===== src/rtl/symbol_receiver_if.sv =====
// Bundle of the serial-line receive signals.
// Members:
//   Enable      receiver enable (driven towards the receiver)
//   Line_In     serial line, idle high (driven towards the receiver)
//   Data_Out    last complete word
//   Data_Valid  one-cycle strobe when Data_Out updates
//   Frame_Error one-cycle strobe on a malformed symbol or gap timeout
//   Busy        frame in progress
interface symbol_receiver_if #(
  parameter int unsigned DATA_BITS = 8
);
  logic                 Enable;
  logic                 Line_In;
  logic [DATA_BITS-1:0] Data_Out;
  logic                 Data_Valid;
  logic                 Frame_Error;
  logic                 Busy;

  modport master (
    output Enable, Line_In,
    input  Data_Out, Data_Valid, Frame_Error, Busy
  );

  modport slave (
    input  Enable, Line_In,
    output Data_Out, Data_Valid, Frame_Error, Busy
  );
endinterface


===== src/rtl/symbol_receiver.sv =====
// Pulse-symbol line decoder: each 4-cycle symbol (0,1,1,1 = bit 1;
// 0,0,0,1 = bit 0) yields one data bit; DATA_BITS bits are collected
// LSB first into Data_Out with a one-cycle Data_Valid strobe.
// Ports:
//   clk    system clock, rising edge
//   Reset  asynchronous active-low reset
//   bus    slave side of symbol_receiver_if (Enable, Line_In in;
//          Data_Out, Data_Valid, Frame_Error, Busy out, all registered)
module symbol_receiver #(
  parameter int unsigned DATA_BITS = 8,
  parameter int unsigned GAP_MAX   = 4
) (
  input  logic              clk,
  input  logic              Reset,
  symbol_receiver_if.slave  bus
);

  localparam int unsigned DW = DATA_BITS;
  localparam int unsigned CW = $clog2(DATA_BITS + 1);
  localparam int unsigned GW = $clog2(GAP_MAX + 1);

  typedef enum logic [2:0] {
    IDLE = 3'd0,
    C1   = 3'd1,
    C2   = 3'd2,
    C3   = 3'd3,
    GAP  = 3'd4
  } state_t;

  state_t          state, state_n;
  logic            b1, b1_n;
  logic            b2, b2_n;
  logic [CW-1:0]   cnt, cnt_n;
  logic [GW-1:0]   gap, gap_n;
  logic [DW-1:0]   sh, sh_n;
  logic [DW-1:0]   dout, dout_n;
  logic            dv, dv_n;
  logic            fe, fe_n;
  logic            busy, busy_n;
  logic [DW-1:0]   sh_set;

  // Shift register with the decoded bit placed at position cnt; the
  // register is always clear above cnt, so OR-ing is sufficient.
  assign sh_set = sh | (DW'(b1) << cnt);

  // State and datapath registers
  always_ff @(posedge clk or negedge Reset) begin
    if (!Reset) begin
      state <= IDLE;
      b1    <= 1'b0;
      b2    <= 1'b0;
      cnt   <= '0;
      gap   <= '0;
      sh    <= '0;
      dout  <= '0;
      dv    <= 1'b0;
      fe    <= 1'b0;
      busy  <= 1'b0;
    end else begin
      state <= state_n;
      b1    <= b1_n;
      b2    <= b2_n;
      cnt   <= cnt_n;
      gap   <= gap_n;
      sh    <= sh_n;
      dout  <= dout_n;
      dv    <= dv_n;
      fe    <= fe_n;
      busy  <= busy_n;
    end
  end

  // Next-state and output decode
  always_comb begin
    state_n = state;
    b1_n    = b1;
    b2_n    = b2;
    cnt_n   = cnt;
    gap_n   = gap;
    sh_n    = sh;
    dout_n  = dout;
    dv_n    = 1'b0;
    fe_n    = 1'b0;

    if (!bus.Enable) begin
      // Silent abort: no strobes, Data_Out untouched
      state_n = IDLE;
      cnt_n   = '0;
      gap_n   = '0;
      sh_n    = '0;
    end else begin
      unique case (state)
        IDLE: begin
          if (!bus.Line_In) state_n = C1;
        end
        C1: begin
          b1_n    = bus.Line_In;
          state_n = C2;
        end
        C2: begin
          b2_n    = bus.Line_In;
          state_n = C3;
        end
        C3: begin
          if ((b1 != b2) || !bus.Line_In) begin
            fe_n    = 1'b1;
            cnt_n   = '0;
            gap_n   = '0;
            sh_n    = '0;
            state_n = IDLE;
          end else if (cnt == CW'(DATA_BITS - 1)) begin
            dout_n  = sh_set;
            dv_n    = 1'b1;
            cnt_n   = '0;
            sh_n    = '0;
            state_n = IDLE;
          end else begin
            sh_n    = sh_set;
            cnt_n   = cnt + CW'(1);
            gap_n   = '0;
            state_n = GAP;
          end
        end
        GAP: begin
          if (!bus.Line_In) begin
            state_n = C1;
          end else if (gap == GW'(GAP_MAX - 1)) begin
            // This increment would reach GAP_MAX: timeout
            fe_n    = 1'b1;
            cnt_n   = '0;
            gap_n   = '0;
            sh_n    = '0;
            state_n = IDLE;
          end else begin
            gap_n = gap + GW'(1);
          end
        end
        default: begin
          state_n = IDLE;
        end
      endcase
    end

    busy_n = (state_n != IDLE);
  end

  assign bus.Data_Out    = dout;
  assign bus.Data_Valid  = dv;
  assign bus.Frame_Error = fe;
  assign bus.Busy        = busy;

endmodule

===== src/flat_wrapper.sv =====
// flat-port wrapper written by rule: the top's interface ports become plain ports
module symbol_receiver_flat 
#(
  parameter int unsigned DATA_BITS = 8,
  parameter int unsigned GAP_MAX   = 4
)
  (clk, Reset, bus_Enable, bus_Line_In, bus_Data_Out, bus_Data_Valid, bus_Frame_Error, bus_Busy);
  symbol_receiver_if #(.DATA_BITS(DATA_BITS)) bus_i ();
  input  logic clk;
  input  logic Reset;
  input wire logic [$bits(bus_i.Enable)-1:0] bus_Enable;
  input wire logic [$bits(bus_i.Line_In)-1:0] bus_Line_In;
  output wire logic [$bits(bus_i.Data_Out)-1:0] bus_Data_Out;
  output wire logic [$bits(bus_i.Data_Valid)-1:0] bus_Data_Valid;
  output wire logic [$bits(bus_i.Frame_Error)-1:0] bus_Frame_Error;
  output wire logic [$bits(bus_i.Busy)-1:0] bus_Busy;
  assign bus_i.Enable = bus_Enable;
  assign bus_i.Line_In = bus_Line_In;
  assign bus_Data_Out = bus_i.Data_Out;
  assign bus_Data_Valid = bus_i.Data_Valid;
  assign bus_Frame_Error = bus_i.Frame_Error;
  assign bus_Busy = bus_i.Busy;
  symbol_receiver #(.DATA_BITS(DATA_BITS), .GAP_MAX(GAP_MAX)) u_core (.clk(clk), .Reset(Reset), .bus(bus_i));
endmodule

===== config.mk =====
export PLATFORM = sky130hd
export DESIGN_NAME = symbol_receiver_flat
export DESIGN_NICKNAME = d
export VERILOG_FILES = /design/src/rtl/symbol_receiver_if.sv /design/src/rtl/symbol_receiver.sv /design/src/flat_wrapper.sv
export SDC_FILE = /design/constraint.sdc
export NUM_CORES = 1
export LEC_CHECK = 0
export CAP_MARGIN = 30
export CORE_ASPECT_RATIO = 1.4
export CORE_MARGIN = 2
export CORE_UTILIZATION = 60
export DETAILED_ROUTE_END_ITERATION = 10
export PLACE_DENSITY_LB_ADDON = 0.1
export SETUP_SLACK_MARGIN = 0.5
export SKIP_CTS_REPAIR_TIMING = 1
export SYNTH_ARGS = -nofsm -noshare
export SYNTH_HDL_FRONTEND = slang
export SYNTH_SLANG_ARGS = --single-unit

===== constraint.sdc =====
create_clock -name clk -period 3.7 [get_ports clk]
set_input_delay 0.74 -clock clk [delete_from_list [all_inputs] [get_ports clk]]
set_output_delay 0.74 -clock clk [all_outputs]
set_load 0.01 [all_outputs]

### Word level (Yosys, flattened, before mapping)

Cells that the tools add are included.

| cells by class | value |
|---|---|
| add/sub/neg operators | 2 |
| equal/unequal tests | 11 |
| shift-type cells | 1 |
| muxes and demuxes | 34 |
| bitwise operators | 2 |
| reductions and logical operators | 9 |

Operators with widths:

| operator | count |
|---|---|
| $mux 8 | 5 |
| $mux 3 | 11 |
| $mux 4 | 5 |
| $pmux 8 s2 | 1 |
| $pmux 3 s5 | 1 |
| $eq 3x2->1 const B | 3 |
| $mux 1 | 8 |
| $or 8x8->8 | 1 |
| $pmux 4 s2 | 1 |
| $shl 1x4->8 | 1 |
| $pmux 3 s2 | 1 |
| $reduce_and 3->1 | 2 |
| $add 4x1->4 const B | 1 |
| $eq 4x3->1 const B | 1 |
| $ne 4x3->1 const B | 1 |
| $reduce_and 2->1 | 2 |
| $reduce_and 4->1 | 1 |
| $add 3x1->3 const B | 1 |
| $eq 3x1->1 const B | 1 |
| $eq 3x3->1 const B | 1 |
| $logic_not 3->1 | 1 |
| $ne 3x1->1 const B | 1 |
| $ne 3x2->1 const B | 1 |
| $ne 3x3->1 const B | 1 |
| 6 further kinds | 6 |

| word-level totals | value |
|---|---|
| register bits after elaboration | 31 |
| input bits | 4 |
| logic and storage cells | 69 |

### Depth between registers and ports, before layout

Gate-level depths: netlist of run 1.

| depth | value |
|---|---|
| depth in word-level cells | 6 |
| mapped depth | 6 |
| gate-level depth less buffers | 5 |

### Worst setup path after synthesis of run 1

Ideal clock, no wire load.

| path | value |
|---|---|
| kind | input to register |
| start | input bus_Enable |
| end | register u_core.cnt[3] |
| setup time | 74 ps |
| data arrival time | 1599 ps |
| data required time | 3626 ps |
| setup slack | 2027 ps |
| cell stages on the path | 4 |
| path buffers | 1 |
| cell sequence | clkbuf_1 -> nand2_1 -> or3_4 -> o21ai_2 |

| between the ends | value |
|---|---|
| cells in the longest elaborated chain, start to end | 2 |
| elaborated cells between the ends (all ways) | 5 |

RTL lines:

| what | line | RTL |
|---|---|---|
| from (decl) | flat_wrapper.sv:11 | `input wire logic [$bits(bus_i.Enable)-1:0] bus_Enable;` |
| $ne 3x2->1 (no source line) (tied with other cells) | n/a |  |
| $reduce_and 3->1 (no source line) | n/a |  |
| to (signal assigned) | symbol_receiver.sv:63 | `cnt <= cnt_n;` |
| to (decl) | symbol_receiver.sv:33 | `logic [CW-1:0] cnt, cnt_n;` |

Parallel ways exist; a longest one is shown, timed or not.
A chain may end at the register's enable or synchronous reset.

### Worst setup path after layout of run 1

| path | value |
|---|---|
| start | input bus_Enable |
| end | register u_core.dout[7] (netlist: u_core.bus.Data_Out[7]) |

| between the ends | value |
|---|---|
| cells in the longest elaborated chain, start to end | 1 |

RTL lines:

| what | line | RTL |
|---|---|---|
| $reduce_and 4->1 (no source line) | n/a |  |
| to (signal assigned) | symbol_receiver.sv:66 | `dout <= dout_n;` |
| to (decl) | symbol_receiver.sv:36 | `logic [DW-1:0] dout, dout_n;` |

Every way passes these cells.

==> impl_metrics.tcl, run 1 <==
set metrics [dict create \
    clk_pin_slew_ns 0.10 \
    routed_wl_mm 2.909 \
    r2r_end "u_core.bus.Data_Out[7]$_DFFE_PN0P_" \
    critPathBufInv 1 \
    grt_pass1_vias 1144 \
    synthXorXnorAreaFrac_pct 2.238 \
    synth_flop_cell "dfrtp_1" \
    synth_edf_count 0 \
    cp-end-kind "flop" \
    drc 0 \
    fmax_mhz 429.8 \
    gp_congestion 0.7723 \
    path_max_fanout 20 \
    synth_compound_area_share_pct 16.36 \
    die_x_um 47.94 \
    synthArstFlopShare_pct 100.0 \
    rsz0062_at_grt "false" \
    maxSlewHeadroom_pct 55.59 \
    leakagePower_nw 0.7939 \
    pre_cts_slack_ns 1.018 \
    yosysWarnings 0 \
    yosysTopAreaCell "dfrtp_1" \
    grt_max_degree 32 \
    synth_common_cells "31 x dfrtp_1, 13 x nand2_1, 9 x nor2_1, 9 x o21ai_1" \
    regToRegSetupSlack_ns 1.83 \
    worst_path_max_delay_cell "clkdlybuf4s50_1" \
    status "complete, no violations" \
    cts_max_path_buffers 2 \
    syn_inst 152 \
    overflow 0 \
    num_antenna_cells 0 \
    numPortBuffers 14 \
    synthMuxAreaShare_pct 3.318 \
    hold_ws_ns 0.4891 \
    final_cells 204 \
    seqCellArea_um2 775.7 \
    finalPower_mw 0.7030 \
    clkLatencyLatePin_ns 0.33 \
    crit_path_end "u_core.bus.Data_Out[7]$_DFFE_PN0P_" \
    grt_usage_pct 22.34 \
    syn_avg_cell_area_um2 10.67 \
    synth_top_family_by_area "simple AND/OR/NAND/NOR gates" \
    synth_most_common_cell "dfrtp_1" \
    core_area_um2 2587 \
    powerDensity_nw_per_um2 380.9 \
    layout-drive-gt1-share_pct 12.50 \
    cts_tree "yes" \
    synth_nets 158 \
    vias 1179 \
    fin_util_pct 71.33 \
    dr.pass1.iters 4 \
    detail-route-antenna-nets 0 \
    dp.cells 196 \
    synth_cell_types 50 \
    dp.final_hpwl_mm 2.072 \
    rows 22 \
    synth_area_leaders "dfrtp_1 48%, nand2_1 3.0%, o21ai_1 2.8%" \
    cp_cell_sequence "clkdlybuf4s50_1, and4b_1, nand4_2, nand2_1, o21ai_1" \
    routed_via_density 5.779 \
    ys_seq_area_share_pct 47.84 \
    fp.dieArea_um2 3140 \
    io_pins 15 \
    finalCritPeriodShare_pct 62.88 \
    nNetsFinal 173 \
    synth_area_um2 1622 \
    hold_viol_final 0 \
    area_growth_pct 13.81 \
    worst_slew_pin_slew_ns 0.6640 \
    path_depth 5 \
    synthAdderAreaFrac_pct 1.543 \
    vdd_drop_max_uv 271.6 \
    final_area_um2 1846 \
    grt_first_pass_wirelength_mm 5.002 \
    arrival_ns 2.55 \
    start_util_pct 62.67 \
    period_minus_slack_ns 2.327 \
    hp-class "flop to flop" \
    cp-start-kind "input pin" \
    numCtsBuffers 5 \
    rr_startpoint "u_core.cnt[0]$_DFFE_PN0P_" \
    die_h_um 65.51 \
    multi_input_area_um2 793.3 \
    path_delay_family "buffers and inverters" \
    drt_iter0_drc 23 \
    fin_skew_ns 0.007611 \
    worst_r2r_path_depth 5 \
    setup_viol 0 \
    timing.final.ws_setup_ns 1.373 \
    slew_viol_final 0 \
    synth_top_area_share_pct 47.84 \
    antenna_found_initial 0 \
    routedWlPerCell_um 14.26 \
    fillers 211 \
    cpPeakStageDelay_ns 0.88 \
    ys_seq_elements 31 \
    crit_type "input pin to flop" \
    place_area_um2 1777 \
    ctsHtreeMaxLevel 2 \
    setup_tns_ns 0 \
    startpoint "bus_Enable" \
    yosys.area_share.simple_pct 25.46 \
    clock-sinks 31 \
    worstPathRequired_ns 3.92 \
    maxCapViolCount 0 \
    cts-root-buf "clkbuf_4" \
]
## sequential cells by signal (all words and copies together) (netlist names)
register and count:
u_core.cnt 4, u_core.gap 3, u_core.bus.Data_Out 8, u_core.bus.Busy 1
u_core.bus.Data_Valid 1, u_core.state 3, u_core.b2 1, u_core.b1 1
u_core.sh 8, u_core.bus.Frame_Error 1
## placed cells by master, fill, tap and decap left out, types with 4 or more instances in the layout
master           count
dfrtp_1             31
clkdlybuf4s50_1     14
nand2_1             13
nor2_1               9
o21ai_1              9
a21oi_1              6
o21a_1               6
nand3_1              5
clkbuf_4             5
nand2b_1             4
nor4_1               4
a31oi_1              4
## logic make-up (layout without fill, tap and decap cells)
logic type	Yosys count	after routing
and+or+nand+nor	64	64
muxes	5	5
DFF	31	31
adders and majority gates	2	2
AOI/OAI and AO/OA	37	37
buffers and inverters	11	27
xor gates and xnor gates	2	2
## area by class of cell
type	instances	share of cell area, %
multi-input cells	110	42.98
well taps	36	2.441
repair buffers	15	8.000
flip-flops and latches	31	42.03
clock buffers	8	3.729
inverters	4	0.8136
## worst reg2reg max path: cells and delay by family, from the launching register on
kind            cells  cell delay, ns
fa+ha+maj           1            0.30
compound gates      1            0.08
simple gates        3            0.77
flops               1            0.61
## where the power goes
part	internal, mW	switching, mW
Sequential	0.350	0.0191
Clock	0.112	0.114
Combinational	0.0470	0.0617
## layer usage
| metal | routed length (µm) | up-vias | global-route usage (%) |
|---|---|---|---|
| met4 | 46 | 0 | 8.446 |
| met1 | 1207 | 561 | 27.31 |
| met3 | 106 | 7 | 6.593 |
| met5 | 0 | - | 0 |
| li1 | - | 583 | - |
| met2 | 1548 | 28 | 35.83 |
## how the worst min path moves through the flow
| stage | from | cells past startpoint | to | slack, ns |
|---|---|---|---|---|
| 6_report | u_core.bus.Data_Out[4]$_DFFE_PN0P_ | 2 | u_core.bus.Data_Out[4]$_DFFE_PN0P_ | 0.49 |
| 5_1_grt | u_core.bus.Data_Out[3]$_DFFE_PN0P_ | 2 | u_core.bus.Data_Out[3]$_DFFE_PN0P_ | 0.52 |
| 4_1_cts | u_core.bus.Data_Out[3]$_DFFE_PN0P_ | 2 | u_core.bus.Data_Out[3]$_DFFE_PN0P_ | 0.50 |
| 3_5_place_dp | u_core.bus.Data_Out[4]$_DFFE_PN0P_ | 2 | u_core.bus.Data_Out[4]$_DFFE_PN0P_ | 0.47 |
| 3_3_place_gp | u_core.bus.Data_Out[0]$_DFFE_PN0P_ | 2 | u_core.bus.Data_Out[0]$_DFFE_PN0P_ | 0.47 |
| 2_1_floorplan | Reset | 0 | u_core.b1$_DFFE_PN0P_ | 0.44 |
Power figures use the tool's default switching activity.
==> run 2: changes to the inputs <==
Settings changed: CORE_UTILIZATION 60 to 51.
Clock period 3.7 ns to 2 ns, I/O delays scaled along.
==> run 2 against run 1 <==
Clock power increased by 140%. Global-route usage decreased by 2.9 points. Die area increased by 16%. Highest routed layer unchanged. Count of clock-buffer cells in the layout unchanged. Critical endpoint is now u_core.sh[1]$_DFFE_PN0P_. Critical path type is now flop to flop. Worst hold slack got worse by 0.012 ns. Power increased by 110%. Register-to-register slack got worse by 1.4 ns.
==> impl_metrics.tcl, run 2 (synthesis gave the netlist of run 1 again) <==
set metrics [dict create \
    hold_viol_final 0 \
    routed_via_density 5.543 \
    grt_max_degree 32 \
    dr.pass1.iters 4 \
    die_x_um 51.66 \
    vdd_drop_max_uv 462.0 \
    path_max_fanout 8 \
    status "complete, no violations" \
    grt_pass1_vias 1229 \
    setup_tns_ns 0 \
    arrival_ns 1.74 \
    clk_pin_slew_ns 0.06 \
    core_area_um2 3063 \
    cp_cell_sequence "or3b_4, and4b_1, o21a_4, nor2b_4" \
    antenna_found_initial 0 \
    powerDensity_nw_per_um2 717.0 \
    use_met1_pct 19.25 \
    vias 1214 \
    final_common_cell "dfrtp_1" \
    layout_common_cells "26 x dfrtp_1, 13 x nand2_1, 11 x dlymetal6s2s_1, 11 x buf_4" \
    nNetsFinal 185 \
    ctsHtreeMaxLevel 2 \
    grt_first_pass_wirelength_mm 5.244 \
    rows 24 \
    fmax_mhz 637.1 \
    numPortBuffers 14 \
    worst_slew_pin_slew_ns 0.5173 \
    maxCapViolCount 0 \
    cts_max_path_buffers 2 \
    gp_congestion 0.7831 \
    period_minus_slack_ns 1.570 \
    dp.final_hpwl_mm 2.269 \
    leakagePower_nw 1.052 \
    worst_path_max_delay_cell "dfrtp_2" \
    drc 0 \
    cpPeakStageDelay_ns 0.46 \
    clkLatencyLatePin_ns 0.28 \
    overflow 0 \
    numCtsBuffers 5 \
    fin_skew_ns 0.006308 \
    finalCritPeriodShare_pct 78.48 \
    clock-sinks 31 \
    die_h_um 70.72 \
    start_util_pct 52.94 \
    cp-end-kind "flop" \
    routedWlPerCell_um 14.35 \
    layout-drive-gt1-share_pct 26.67 \
    fin_util_pct 67.85 \
    grt_util_met2_pct 34.76 \
    rsz0062_at_grt "true" \
    routed_wl_mm 3.143 \
    num_antenna_cells 0 \
    slew_viol_final 0 \
    drt_iter0_drc 16 \
    detail-route-antenna-nets 0 \
    maxSlewHeadroom_pct 65.44 \
    hp-class "flop to flop" \
    grt_usage_pct 19.43 \
    area_growth_pct 28.16 \
    crit_type "flop to flop" \
    regToRegSetupSlack_ns 0.43 \
    io_pins 15 \
    cp-start-kind "flop" \
    cts_tree "yes" \
    worstPathRequired_ns 2.17 \
    cts-root-buf "clkbuf_8" \
    grt-busiest-layer "met2" \
    setup_viol 0 \
    use_met3_pct 5.907 \
    fp.dieArea_um2 3653 \
]
## run 2: report_power, final
group	switching, mW	internal (mW)
Sequential	0.0358	0.651
Combinational	0.132	0.133
Clock	0.225	0.314
Total	0.392	1.10
## run 2: worst max-delay path, delay by kind of cell (launching register included)
kind	cells	cell delay, ns
and+or+nand+nor	3	0.77
DFF	1	0.46
AOI/OAI and AO/OA	1	0.23
## run 2: through the flow
step                total power, mW  cells  cell area, µm²  hold WS, ns  setup WS [ns]
floorplan                    0.8382    152            1622       0.1044         0.5012
global placement             0.8987    204            1818       0.4690         0.1429
detailed placement           0.9021    204            1818       0.4770        0.08128
CTS                           1.444    212            1918       0.4905         0.2696
global route                  1.550    219            2078       0.5180         0.3886
finish                        1.490    219            2078       0.4767         0.4304
## run 2: final timing paths
| kind | start | end | depth (start not counted) |
|---|---|---|---|
| min in group asynchronous | Reset | u_core.bus.Data_Out[6]$_DFFE_PN0P_ | 2 |
| hold / removal | u_core.bus.Data_Out[4]$_DFFE_PN0P_ | u_core.bus.Data_Out[4]$_DFFE_PN0P_ | 2 |
| setup / recovery | u_core.state[0]$_DFF_PN0_ | u_core.sh[1]$_DFFE_PN0P_ | 4 |
| setup reg to reg | u_core.state[0]$_DFF_PN0_ | u_core.sh[1]$_DFFE_PN0P_ | 4 |
| hold reg to reg | u_core.bus.Data_Out[4]$_DFFE_PN0P_ | u_core.bus.Data_Out[4]$_DFFE_PN0P_ | 2 |
| max in group asynchronous | Reset | u_core.state[0]$_DFF_PN0_ | 2 |
## run 2: cell type report
class	count	area (µm²)
sequential	31	782.0
multi-input combinational	110	859.6
inverter	4	15.01
fill	256	984.7
tap	39	48.80
timing repair buffer	27	272.8
clock buffer	8	100.1
## run 2: per-layer routing
metal	vias to the layer above	routed length, µm
li1	612	-
met3	7	129
met5	-	0
met2	27	1713
met1	568	1232
met4	0	68
==> run 3: changes to the inputs <==
Settings changed: CORE_UTILIZATION 51 to 56.
Clock period 2 ns to 1.6 ns, I/O delays scaled along.
==> run 3 against run 2 <==
Maximum frequency shrank 1.7%. Cell area up 7.6%. Worst hold slack got worse by 0.043 ns. Critical path depth unchanged. Clock skew fell by 0.0017 ns. First-iteration DRC count is 94% higher. Die area fell by 8.3%. Non-clock buffer count is 21 higher. Clock power up 48%. Sequential power is 23% higher. Core utilization is 11 points higher. Worst setup slack lost 0.43 ns. Critical endpoint is now u_core.sh[5]$_DFFE_PN0P_. Highest routed layer unchanged.
==> impl_metrics.tcl, run 3 (synthesis gave the netlist of run 1 again) <==
set metrics [dict create \
    status "complete, no violations" \
    io_pins 15 \
    fmax_mhz 626.4 \
    seqPwrFrac_pct 40.9 \
    setup_viol 0 \
    layout_common_cells "29 x dfrtp_1, 28 x buf_4, 13 x nand2_1" \
    crit_type "flop to flop" \
    power_frac_comb_pct 20.5 \
    rsz0062_at_grt "true" \
    cp-start-kind "flop" \
    dr.pass1.iters 4 \
    grt_pass1_vias 1399 \
    clock-sinks 31 \
    clk_pin_slew_ns 0.07 \
    rr_startpoint "u_core.b1$_DFFE_PN0P_" \
    grt_first_pass_wirelength_mm 5.961 \
    routed_wl_mm 3.810 \
    dp.final_hpwl_mm 2.526 \
    switchingPower_mw 0.5386 \
    drt_iter0_drc 31 \
    cts_max_path_buffers 2 \
    cp-end-kind "flop" \
    final_area_um2 2236 \
    maxCapViolCount 0 \
    routed_via_density 5.798 \
    start_util_pct 57.50 \
    antenna_found_initial 0 \
    overflow 0 \
    cts_tree "yes" \
    fin_skew_ns 0.004585 \
    maxSlewHeadroom_pct 57.42 \
    die_h_um 67.67 \
    final_common_cell "dfrtp_1" \
    detail-route-antenna-nets 0 \
    place_area_um2 1972 \
    fin_util_pct 79.28 \
    worst_slew_pin_slew_ns 0.6321 \
    fp.dieArea_um2 3348 \
    numPortBuffers 14 \
    num_antenna_cells 0 \
    worstPathRequired_ns 1.82 \
    path_max_fanout 5 \
    vias 1380 \
    powerDensity_nw_per_um2 926.4 \
    arrival_ns 1.82 \
    p_int_mw 1.533 \
    nNetsFinal 206 \
    gp_congestion 0.8383 \
    hold_viol_final 0 \
    grt_usage_pct 24.20 \
    grt_max_degree 32 \
    numCtsBuffers 5 \
    routedWlPerCell_um 16.01 \
    layout-drive-gt1-share_pct 42.29 \
    ctsHtreeMaxLevel 2 \
    slew_viol_final 0 \
    core_area_um2 2820 \
    p_clk_share_pct 38.5 \
    hp-class "input pin to asynchronous set/reset pin" \
    drc 0 \
    period_minus_slack_ns 1.597 \
    die_x_um 49.48 \
    clkLatencyLatePin_ns 0.28 \
    rows 23 \
    startpoint "u_core.b1$_DFFE_PN0P_" \
    finalCritPeriodShare_pct 99.78 \
    swShare_pct 26.00 \
    leakagePower_nw 1.018 \
    vdd_drop_max_uv 991.1 \
    hold_ws_ns 0.4340 \
    cts-root-buf "clkbuf_8" \
    area_growth_pct 37.89 \
]
run 3: cell count changes in the layout (fill, tap and decap cells not counted), sizes merged:
cell | previous run | this run
buf | 13 | 36
bufinv | 0 | 1
clkbuf | 8 | 15
clkdlybuf4s50 | 3 | 2
clkinv | 0 | 1
dlymetal6s2s | 11 | 1
run 3: cell type report:
type,instances,area [µm²]
fillers,203,584.3
flip-flops and latches,31,778.2
well taps,37,46.29
multi-input cells,110,892.1
repair buffers,48,386.6
inverters,4,15.01
clock inverters,2,35.03
clock buffers,6,82.58
run 3: worst max-delay path, cell delays in order, from the launching register on:
cell	delay, ns
dfrtp_1	0.43
buf_4	0.17
or3b_1	0.45
nor4_2	0.33
o21a_1	0.16
run 3: worst paths after layout:
kind                                                 endpoint  slack, ns  depth (start not counted)
max                                  u_core.sh[5]$_DFFE_PN0P_      0.003                          4
min                        u_core.bus.Data_Out[0]$_DFFE_PN0P_       0.43                          2
max reg2reg                          u_core.sh[5]$_DFFE_PN0P_      0.003                          4
min reg2reg                u_core.bus.Data_Out[7]$_DFFE_PN0P_       0.50                          2
max in group asynchronous           u_core.state[1]$_DFF_PN0_       0.85                          2
min in group clk           u_core.bus.Data_Out[7]$_DFFE_PN0P_       0.50                          2
run 3: power by group through the flow:
stage	combinational (mW)	sequential (mW)	clock [mW]
5_1_grt	0.452	0.852	0.852
3_3_place_gp	0.314	0.857	0
3_5_place_dp	0.321	0.859	0
2_1_floorplan	0.192	0.863	0
4_1_cts	0.324	0.844	0.813
6_report	0.425	0.848	0.798
run 3: per-layer routing:
layer  vias to the layer above  wire, µm  global-route usage [%]
li1                        648         -                       -
met1                       687      1407                   23.02
met2                        31      2104                   47.47
met3                        14       125                   5.310
met4                         0       173                   13.89
met5                         -         0                       0
run 3: through the flow:
stage | setup slack (ns) | power (mW) | std cells | TNS [ns]
3_3_place_gp | -0.1269 | 1.171 | 219 | -1.306
2_1_floorplan | 0.1242 | 1.056 | 152 | 0
6_report | 0.003494 | 2.071 | 238 | 0
4_1_cts | 0.004116 | 1.982 | 227 | 0
3_5_place_dp | -0.1460 | 1.180 | 219 | -2.032
5_1_grt | -0.03753 | 2.155 | 238 | -0.05829
